[src/rtl/crc_check.sv]
// Per-frame CRC checker: payload words fold into the CRC, then the trailing word is compared. Optional length check via CRC_CHECK_LEN_EN.
// Latency: crc_done rises the cycle after the CRC-word handshake and is held until result_ack.
// Backpressure: data_ready drops while crc_rst is high and in DONE; it returns one cycle after result_ack.
module crc_check #(
   parameter logic [31:0] SEED  = 32'h52325032,
   parameter int          CNT_W = 16
) (
   input  logic             clk,
   input  logic             crc_rst,
   input  logic [31:0]      data_in,
   input  logic             data_valid,
   input  logic             data_last,
   output logic             data_ready,
   input  logic             result_ack,
`ifdef CRC_CHECK_LEN_EN
   input  logic [CNT_W-1:0] exp_len,
`endif
   output logic             crc_done,
   output logic             crc_ok,
   output logic [31:0]      crc_calc,
   output logic [CNT_W-1:0] word_cnt,
   output logic             len_err
);

   localparam logic [31:0] POLY = 32'h04C11DB7;

   typedef enum logic [1:0] {ST_RUN, ST_CHK, ST_DONE} state_t;

   state_t           r_st;
   logic [31:0]      r_crc;
   logic [CNT_W-1:0] r_cnt;
   logic             r_done;
   logic             r_ok;
   logic             r_len_err;
   logic             r_ready;

   logic             w_hs;
   logic             w_match;
   logic             w_len_mis;
   logic [31:0]      w_next;

   // Shift 32 zero bits through the MSB-first LFSR: (data ^ crc) * x^32 mod P.
   function automatic logic [31:0] f_crc(input logic [31:0] v);
      logic [31:0] c;
      c = v;
      for (int i = 0; i < 32; i++) begin
         c = c[31] ? ((c << 1) ^ POLY) : (c << 1);
      end
      return c;
   endfunction

   assign w_hs    = data_valid & data_ready;
   assign w_next  = f_crc(data_in ^ r_crc);
   assign w_match = (data_in == r_crc);

`ifdef CRC_CHECK_LEN_EN
   assign w_len_mis = (r_cnt != exp_len);
`else
   assign w_len_mis = 1'b0;
`endif

   always_ff @(posedge clk) begin
      if (crc_rst) begin
         r_st      <= ST_RUN;
         r_crc     <= SEED;
         r_cnt     <= '0;
         r_done    <= 1'b0;
         r_ok      <= 1'b0;
         r_len_err <= 1'b0;
         r_ready   <= 1'b0;
      end else begin
         case (r_st)
            ST_RUN: begin
               r_ready <= 1'b1;
               if (w_hs) begin
                  r_crc <= w_next;
                  if (r_cnt != {CNT_W{1'b1}}) r_cnt <= r_cnt + CNT_W'(1);
                  if (data_last) r_st <= ST_CHK;
               end
            end
            ST_CHK: begin
               r_ready <= 1'b1;
               if (w_hs) begin
                  r_ok      <= w_match & ~w_len_mis;
                  r_len_err <= w_len_mis;
                  r_done    <= 1'b1;
                  r_ready   <= 1'b0;
                  r_st      <= ST_DONE;
               end
            end
            ST_DONE: begin
               r_ready <= 1'b0;
               if (result_ack) begin
                  r_crc     <= SEED;
                  r_cnt     <= '0;
                  r_done    <= 1'b0;
                  r_ok      <= 1'b0;
                  r_len_err <= 1'b0;
                  r_ready   <= 1'b1;
                  r_st      <= ST_RUN;
               end
            end
            default: r_st <= ST_RUN;
         endcase
      end
   end

   // Gate with reset so the source sees not-ready for the whole reset window.
   assign data_ready = r_ready & ~crc_rst;
   assign crc_done   = r_done;
   assign crc_ok     = r_ok;
   assign crc_calc   = r_crc;
   assign word_cnt   = r_cnt;
   assign len_err    = r_len_err;

endmodule

[config.mk]
export PLATFORM = sky130hd
export DESIGN_NAME = crc_check
export DESIGN_NICKNAME = d
export VERILOG_FILES = /design/src/rtl/crc_check.sv
export SDC_FILE = /design/constraint.sdc
export NUM_CORES = 1
export LEC_CHECK = 0
export ABC_AREA = 1
export ABC_CLOCK_PERIOD_IN_PS = 2700
export CORE_UTILIZATION = 23
export DETAILED_ROUTE_END_ITERATION = 10
export PLACE_DENSITY = 0.44
export SKIP_CTS_REPAIR_TIMING = 1
export SYNTH_ARGS = -nofsm -noshare
export SYNTH_HDL_FRONTEND = slang
export SYNTH_SLANG_ARGS = --single-unit
[constraint.sdc]
create_clock -name clk -period 2.7 [get_ports clk]
set_input_delay 0.27 -clock clk [delete_from_list [all_inputs] [get_ports clk]]
set_output_delay 0.27 -clock clk [all_outputs]
set_load 0.02 [all_outputs]
==> out/metrics.cfg, run 1 <==
[yosys]
synth.avg_cell_area_sq_um=5.53
ys_ff_latch=53
netlist_top_cells_count=nand2_1 (627), nand3_1 (156), inv_1 (105)
seq_area_frac_synth_pct=14.6
yosysMostFrequentCell=nand2_1
synth_edf_count=0
synth_top_cell_area_share_pct=32.5
async_reset_ff_share_pct=0
synth_ff_type=dfxtp_1
ys.warnings.count=0
synth_nets=1356
netlist_area_sq_um=7240
synth_cell_types=47
yosys.area.top_type=nand2_1
synthCells=1310
yosys-top-cells-area=nand2_1 (32%), dfxtp_1 (15%), nand3_1 (11%)

[global_routing]
grt_max_degree=34
grtUsageTotal_pct=20.2
antenna_found_initial=0
grt_pass1_wl_mm=49.3
grt_pass1_vias=8569
grt_overflow_total=0

[setup_path]
critical-path-top-delay-family=simple AND/OR/NAND/NOR gates
cpMostUsedCell=nand2_4
slowest_stage=dfxtp_4
worstPathMaxFanout=6
critical_path_arrival_ns=3.16
crit_buf_inv=8
start_kind=register
r2r_setup_slack_ns=-0.22
max_stage_delay_ns=0.40
cp_cell_sequence=inv_2 -> nand2_2 -> nand2_4 -> buf_6 -> nand2_4 -> nand2_4 -> nand2_4 -> inv_2 -> nor2_4 -> buf_6 -> nand2_4 -> nand2_8 -> buf_12 -> xor2_4 -> xor2_2 -> buf_4 -> xor2_1 -> buf_4 -> inv_2 -> nand2_2 -> nand2_1 -> nand2_1 -> nand3_2 -> a21oi_2
endpoint_kind=register
crit_path_start=crc_calc[26]
worstSetupPathType=register to register
crit_required_ns=2.94
r2r-start=crc_calc[26]

[sta]
fin_crit_ns=2.92
setup_violations=32
slew_headroom_pct=55.9
rsz0062_at_grt=true
hold_viol=0
timing.final.ws_setup_ns=-0.224
finalMaxSlewViolations=0
fmax_mhz=342
tightest_slew_ns=0.657
fin_skew_ns=0.00750
timing.final.crit_share_pct=108

[routing]
first_iter_violations=476
drc=0
vias=9445
first_pass_iters=7
detail-route-antenna-nets=0
wl_per_cell_um=16.9
wl_mm=34.8
via_per_inst=4.57

[clocking]
clkSinkCount=53
clk_pin_slew_ns=0.08
htreeDepth=2
clk_latency_ns=0.31
cts_buffer_depth=2
cts_inserted_buffers=5
cts_tree=yes
clk_root_buffer_cell=clkbuf_16

[place]
port_buffers=87
placed_cells=2016
place.gp.congestion=0.952
pre_cts_ws_ns=-0.988
hpwl_mm=28.5

[floorplanning]
core_area_sq_um=30700
die_h_um=179
start_util_pct=23.6
io_pins=89
dieArea_sq_um=32200
die_w_um=179
row_count=64

[min_path]
hold_path_class=register to register
min_from=crc_done

[final_layout]
fill_cells=3248
fin_nets=1715
area_growth_pct=75.8
final_cells=2066
drive_gt1_share_pct=41.4
antennaDiodeCount=0

[status]
violations=setup timing
status=finished, violations left

[run]
cap_violations=0

==> worst min-delay path: cells and delay by family (launching register included) <==
| kind | cells | cell delay, ns |
|---|---|---|
| compound gates | 1 | 0.05 |
| simple gates | 1 | 0.06 |
| flops | 1 | 0.32 |
==> final timing paths <==
path,endpoint,cells past startpoint
worst max-delay path,crc_calc[15],24
worst min-delay path,crc_done,2
worst max register to register,crc_calc[15],24
worst min register to register,crc_done,2
==> cells in the final DEF (no fill, tap or decap), drive strengths merged, types with 2 or more instances in the layout <==
cell             n
dfxtp           53
buf            279
o211ai           2
or2              5
nand3b           3
nor4             4
xnor2           38
ha               9
o21ai           17
dlymetal6s2s    13
nor3            15
clkdlybuf4s50   74
clkbuf           6
a31oi            2
inv            122
nand3          162
xor2            72
nand2          701
nor2            30
nand4            8
a21oi           44
==> flip-flops by register name (all words and copies together) (netlist names) <==
name	flops
r_ready	1
crc_calc	32
crc_done	1
crc_ok	1
word_cnt	16
r_st	2
==> per-layer routing <==
layer | up-vias | share of wire, % | global-route usage (%)
met4 | 0 | 2.3 | 5.03
met1 | 4412 | 44 | 26.0
met2 | 182 | 50 | 35.9
met5 | - | 0 | 0
met3 | 36 | 3.8 | 2.13
li1 | 4815 | - | -
==> cell type report <==
type	instances	area, sq um	area share [%]
multi-input combinational	1121	7290	57.3
sequential	53	1100	8.68
timing repair buffer	366	3170	24.9
clock buffer	6	139	1.09
inverter	122	488	3.83
clock inverter	2	41.3	0.324
tap	396	495	3.89
==> cells by family after synthesis <==
family | share of synthesized area [%]
compound gates | 5.17
other cells | 0.0518
simple gates | 57.2
buf+inv | 7.45
xor+xnor | 14.0
flops | 14.6
fa+ha+maj | 1.55
==> stage by stage <==
stage | instance area [sq um] | util, % | hold WS, ns | setup TNS (ns)
finish | 12700 | 41.4 | 0.468 | -4.66
global route | 12700 | 41.4 | 0.494 | -10.07
CTS | 10500 | 34.3 | 0.473 | -16.54
detailed placement | 10400 | 33.7 | 0.459 | -25.22
floorplan | 7240 | - | 0.471 | 0
global placement | 10400 | 33.7 | 0.454 | -24.77
Power of run 1 is left out: the tool's default activity adds up to more than one toggle a clock period on the data nets, which glitch-free logic cannot reach.
==> run 2, diff against run 1 <==
--- a/config.mk
+++ b/config.mk
@@ -6,7 +6,6 @@
 export NUM_CORES = 1
 export LEC_CHECK = 0
 export ABC_AREA = 1
-export ABC_CLOCK_PERIOD_IN_PS = 2700
 export CORE_UTILIZATION = 23
 export DETAILED_ROUTE_END_ITERATION = 10
 export PLACE_DENSITY = 0.44
==> results of run 2 <==
Final layout, timing and power as in run 1 (identical DEF).
Power of run 2 is left out for the same reason.
==> run 3, diff against run 2 <==
--- a/config.mk
+++ b/config.mk
@@ -8,8 +8,9 @@
 export ABC_AREA = 1
 export CORE_UTILIZATION = 23
 export DETAILED_ROUTE_END_ITERATION = 10
-export PLACE_DENSITY = 0.44
+export PLACE_DENSITY = 0.43
 export SKIP_CTS_REPAIR_TIMING = 1
+export SLEW_MARGIN = 20
 export SYNTH_ARGS = -nofsm -noshare
 export SYNTH_HDL_FRONTEND = slang
 export SYNTH_SLANG_ARGS = --single-unit
==> constraint.sdc (replaced) <==
create_clock -name clk -period 3.2 [get_ports clk]
set_input_delay 0.32 -clock clk [delete_from_list [all_inputs] [get_ports clk]]
set_output_delay 0.32 -clock clk [all_outputs]
set_load 0.02 [all_outputs]
==> run 3 against run 2 <==
The run now ends clean. Critical endpoint is now crc_calc[2]. Final cell count shrank 2.9%. Die area is the same. Hold slack gained 0.0042 ns. Largest cell class unchanged. Global-route usage is 0.24 points lower. First-iteration DRC count grew 9.5%. Critical path type is now input port to register.
==> out/metrics.cfg, run 3 (synthesis gave the netlist of run 1 again) <==
[setup_path]
crit_path_end=crc_calc[2]  ; was crc_calc[15]
r2r-start=crc_calc[24]  ; was crc_calc[26]
crit_path_start=data_in[28]  ; was crc_calc[26]
worstSetupPathType=input port to register  ; was register to register
r2r_setup_slack_ns=0.13  ; was -0.22 ns
worstPathMaxFanout=7  ; was 6
critical_path_arrival_ns=3.36  ; was 3.16 ns
r2r_cells=24  ; unchanged
endpoint_kind=register  ; unchanged
start_kind=input port  ; was register
reg2reg_to=crc_calc[2]  ; was crc_calc[15]
crit_required_ns=3.45  ; was 2.94 ns

[sta]
hold_viol=0  ; unchanged
fin_crit_ns=3.12
fmax_mhz=321
fin_skew_ns=0.00521  ; was 0.00750 ns
rsz0062_at_grt=true  ; unchanged
setup_violations=0  ; was 32
timing.hold.ws_ns=0.472  ; was 0.468 ns
finalMaxSlewViolations=0  ; unchanged
timing.final.crit_share_pct=97.4

[floorplanning]
io_pins=89  ; unchanged
core_area_sq_um=30700  ; unchanged
row_count=64  ; unchanged
die_h_um=179  ; unchanged
die_w_um=179  ; unchanged
dieArea_sq_um=32200  ; unchanged
start_util_pct=23.6  ; unchanged

[clocking]
cts_buffer_depth=2  ; unchanged
clkSinkCount=53  ; unchanged
clk_root_buffer_cell=clkbuf_16  ; unchanged
cts_tree=yes  ; unchanged
htreeDepth=2  ; unchanged
cts_inserted_buffers=5  ; unchanged
clk_pin_slew_ns=0.08  ; about the same
clk_latency_ns=0.30  ; was 0.31 ns

[final_layout]
antennaDiodeCount=0  ; unchanged
drive_gt1_share_pct=30.0  ; was 41.4%
final_common_cell=nand2_1  ; unchanged
final_cell_mix=nand2_1 (547), buf_4 (208), nand3_1 (137), nand2_2 (104), inv_1 (103)  ; was nand2_1 (453), buf_4 (246), nand2_2 (152), nand3_1 (114), inv_1 (96)
fill_cells=3401  ; was 3248
fin_util_pct=36.8  ; was 41.4%
fin_nets=1655  ; was 1715
final_cells=2006  ; was 2066
largest_register_ffs=32  ; unchanged
area_growth_pct=56.0  ; was 75.8%

[global_routing]
grt_pass1_vias=8469  ; was 8569
antenna_found_initial=0  ; unchanged
grt_pass1_wl_mm=49.1  ; was 49.3 mm
grtUsageTotal_pct=20.0  ; was 20.2%
grt_max_degree=34  ; unchanged
grt_overflow_total=0  ; unchanged

[routing]
drc=0  ; unchanged
first_iter_violations=521  ; was 476
wl_per_cell_um=16.7  ; was 16.9 um
first_pass_iters=7  ; unchanged
wl_mm=33.6  ; was 34.8 mm
via_per_inst=4.61  ; was 4.57
detail-route-antenna-nets=0  ; unchanged
vias=9249  ; was 9445

[place]
placed_cells=1969  ; was 2016
place.gp.congestion=0.901  ; was 0.952
hpwl_mm=27.9  ; was 28.5 mm
port_buffers=87  ; unchanged

[run]
cap_violations=0  ; unchanged

[min_path]
min_from=crc_done  ; unchanged
hold_path_class=register to register  ; unchanged

[status]
status=finished, final reports clean  ; was finished, violations left

==> run 3: cell count changes in the layout (fill, tap and decap cells not counted), sizes merged <==
cell | before | now
clkinv | 1 | 0
buf | 279 | 218
nand2 | 701 | 702
clkdlybuf4s50 | 74 | 79
dlymetal6s2s | 13 | 8
inv | 122 | 123
==> run 3: how the worst min path moves through the flow <==
stage	to	slack, ns	cells after the start
finish	crc_done	0.47	2
global placement	crc_done	0.46	2
detailed placement	crc_done	0.46	2
floorplan	r_ready	0.47	2
global route	crc_done	0.49	2
CTS	crc_done	0.48	2
==> run 3: critical path, cell delays in order <==
cell and delay (ns):
clkdlybuf4s50_1 0.45, inv_1 0.10, nand2_1 0.09, nand2_4 0.10
buf_6 0.13, nand3_1 0.13, nand2_4 0.15, nand2_1 0.09
nand2_1 0.08, nand2_1 0.07, nand2_1 0.12, buf_4 0.12
inv_1 0.04, nand2_2 0.09, nand2_1 0.08, nand2_2 0.14
nand2_2 0.09, nand2_2 0.09, nand2_4 0.08, buf_4 0.15
buf_4 0.14, xor2_2 0.17, o211ai_1 0.21, nand2_1 0.08
inv_1 0.05
==> run 3: final cells by class <==
type,instances,area (sq um),share of cell area (%)
well taps,396,495,4.38
flip-flops and latches,53,1080,9.55
repair buffers,305,2620,23.2
clock inverters,2,41.3,0.365
clock buffers,6,139,1.23
multi-input cells,1122,6450,57.1
inverters,122,473,4.19
==> run 3: through the flow <==
stage / worst slack, ns / area (sq um) / setup TNS, ns
final: 0.0823 / 11300 / 0
after global routing: -0.0690 / 11300 / -0.401
after CTS: -0.254 / 10200 / -2.08
after detailed placement: -0.536 / 10000 / -9.78
after global placement: -0.512 / 10000 / -9.46
after floorplan: 0.543 / 7240 / 0
==> run 3: routing by layer <==
layer,track usage (%),routed length (um),share of wire [%]
met5,0,0,0
met3,2.55,1540,4.6
met1,26.3,15400,46
met2,33.6,15700,47
met4,6.66,876,2.6
Power of run 3 is left out for the same reason.
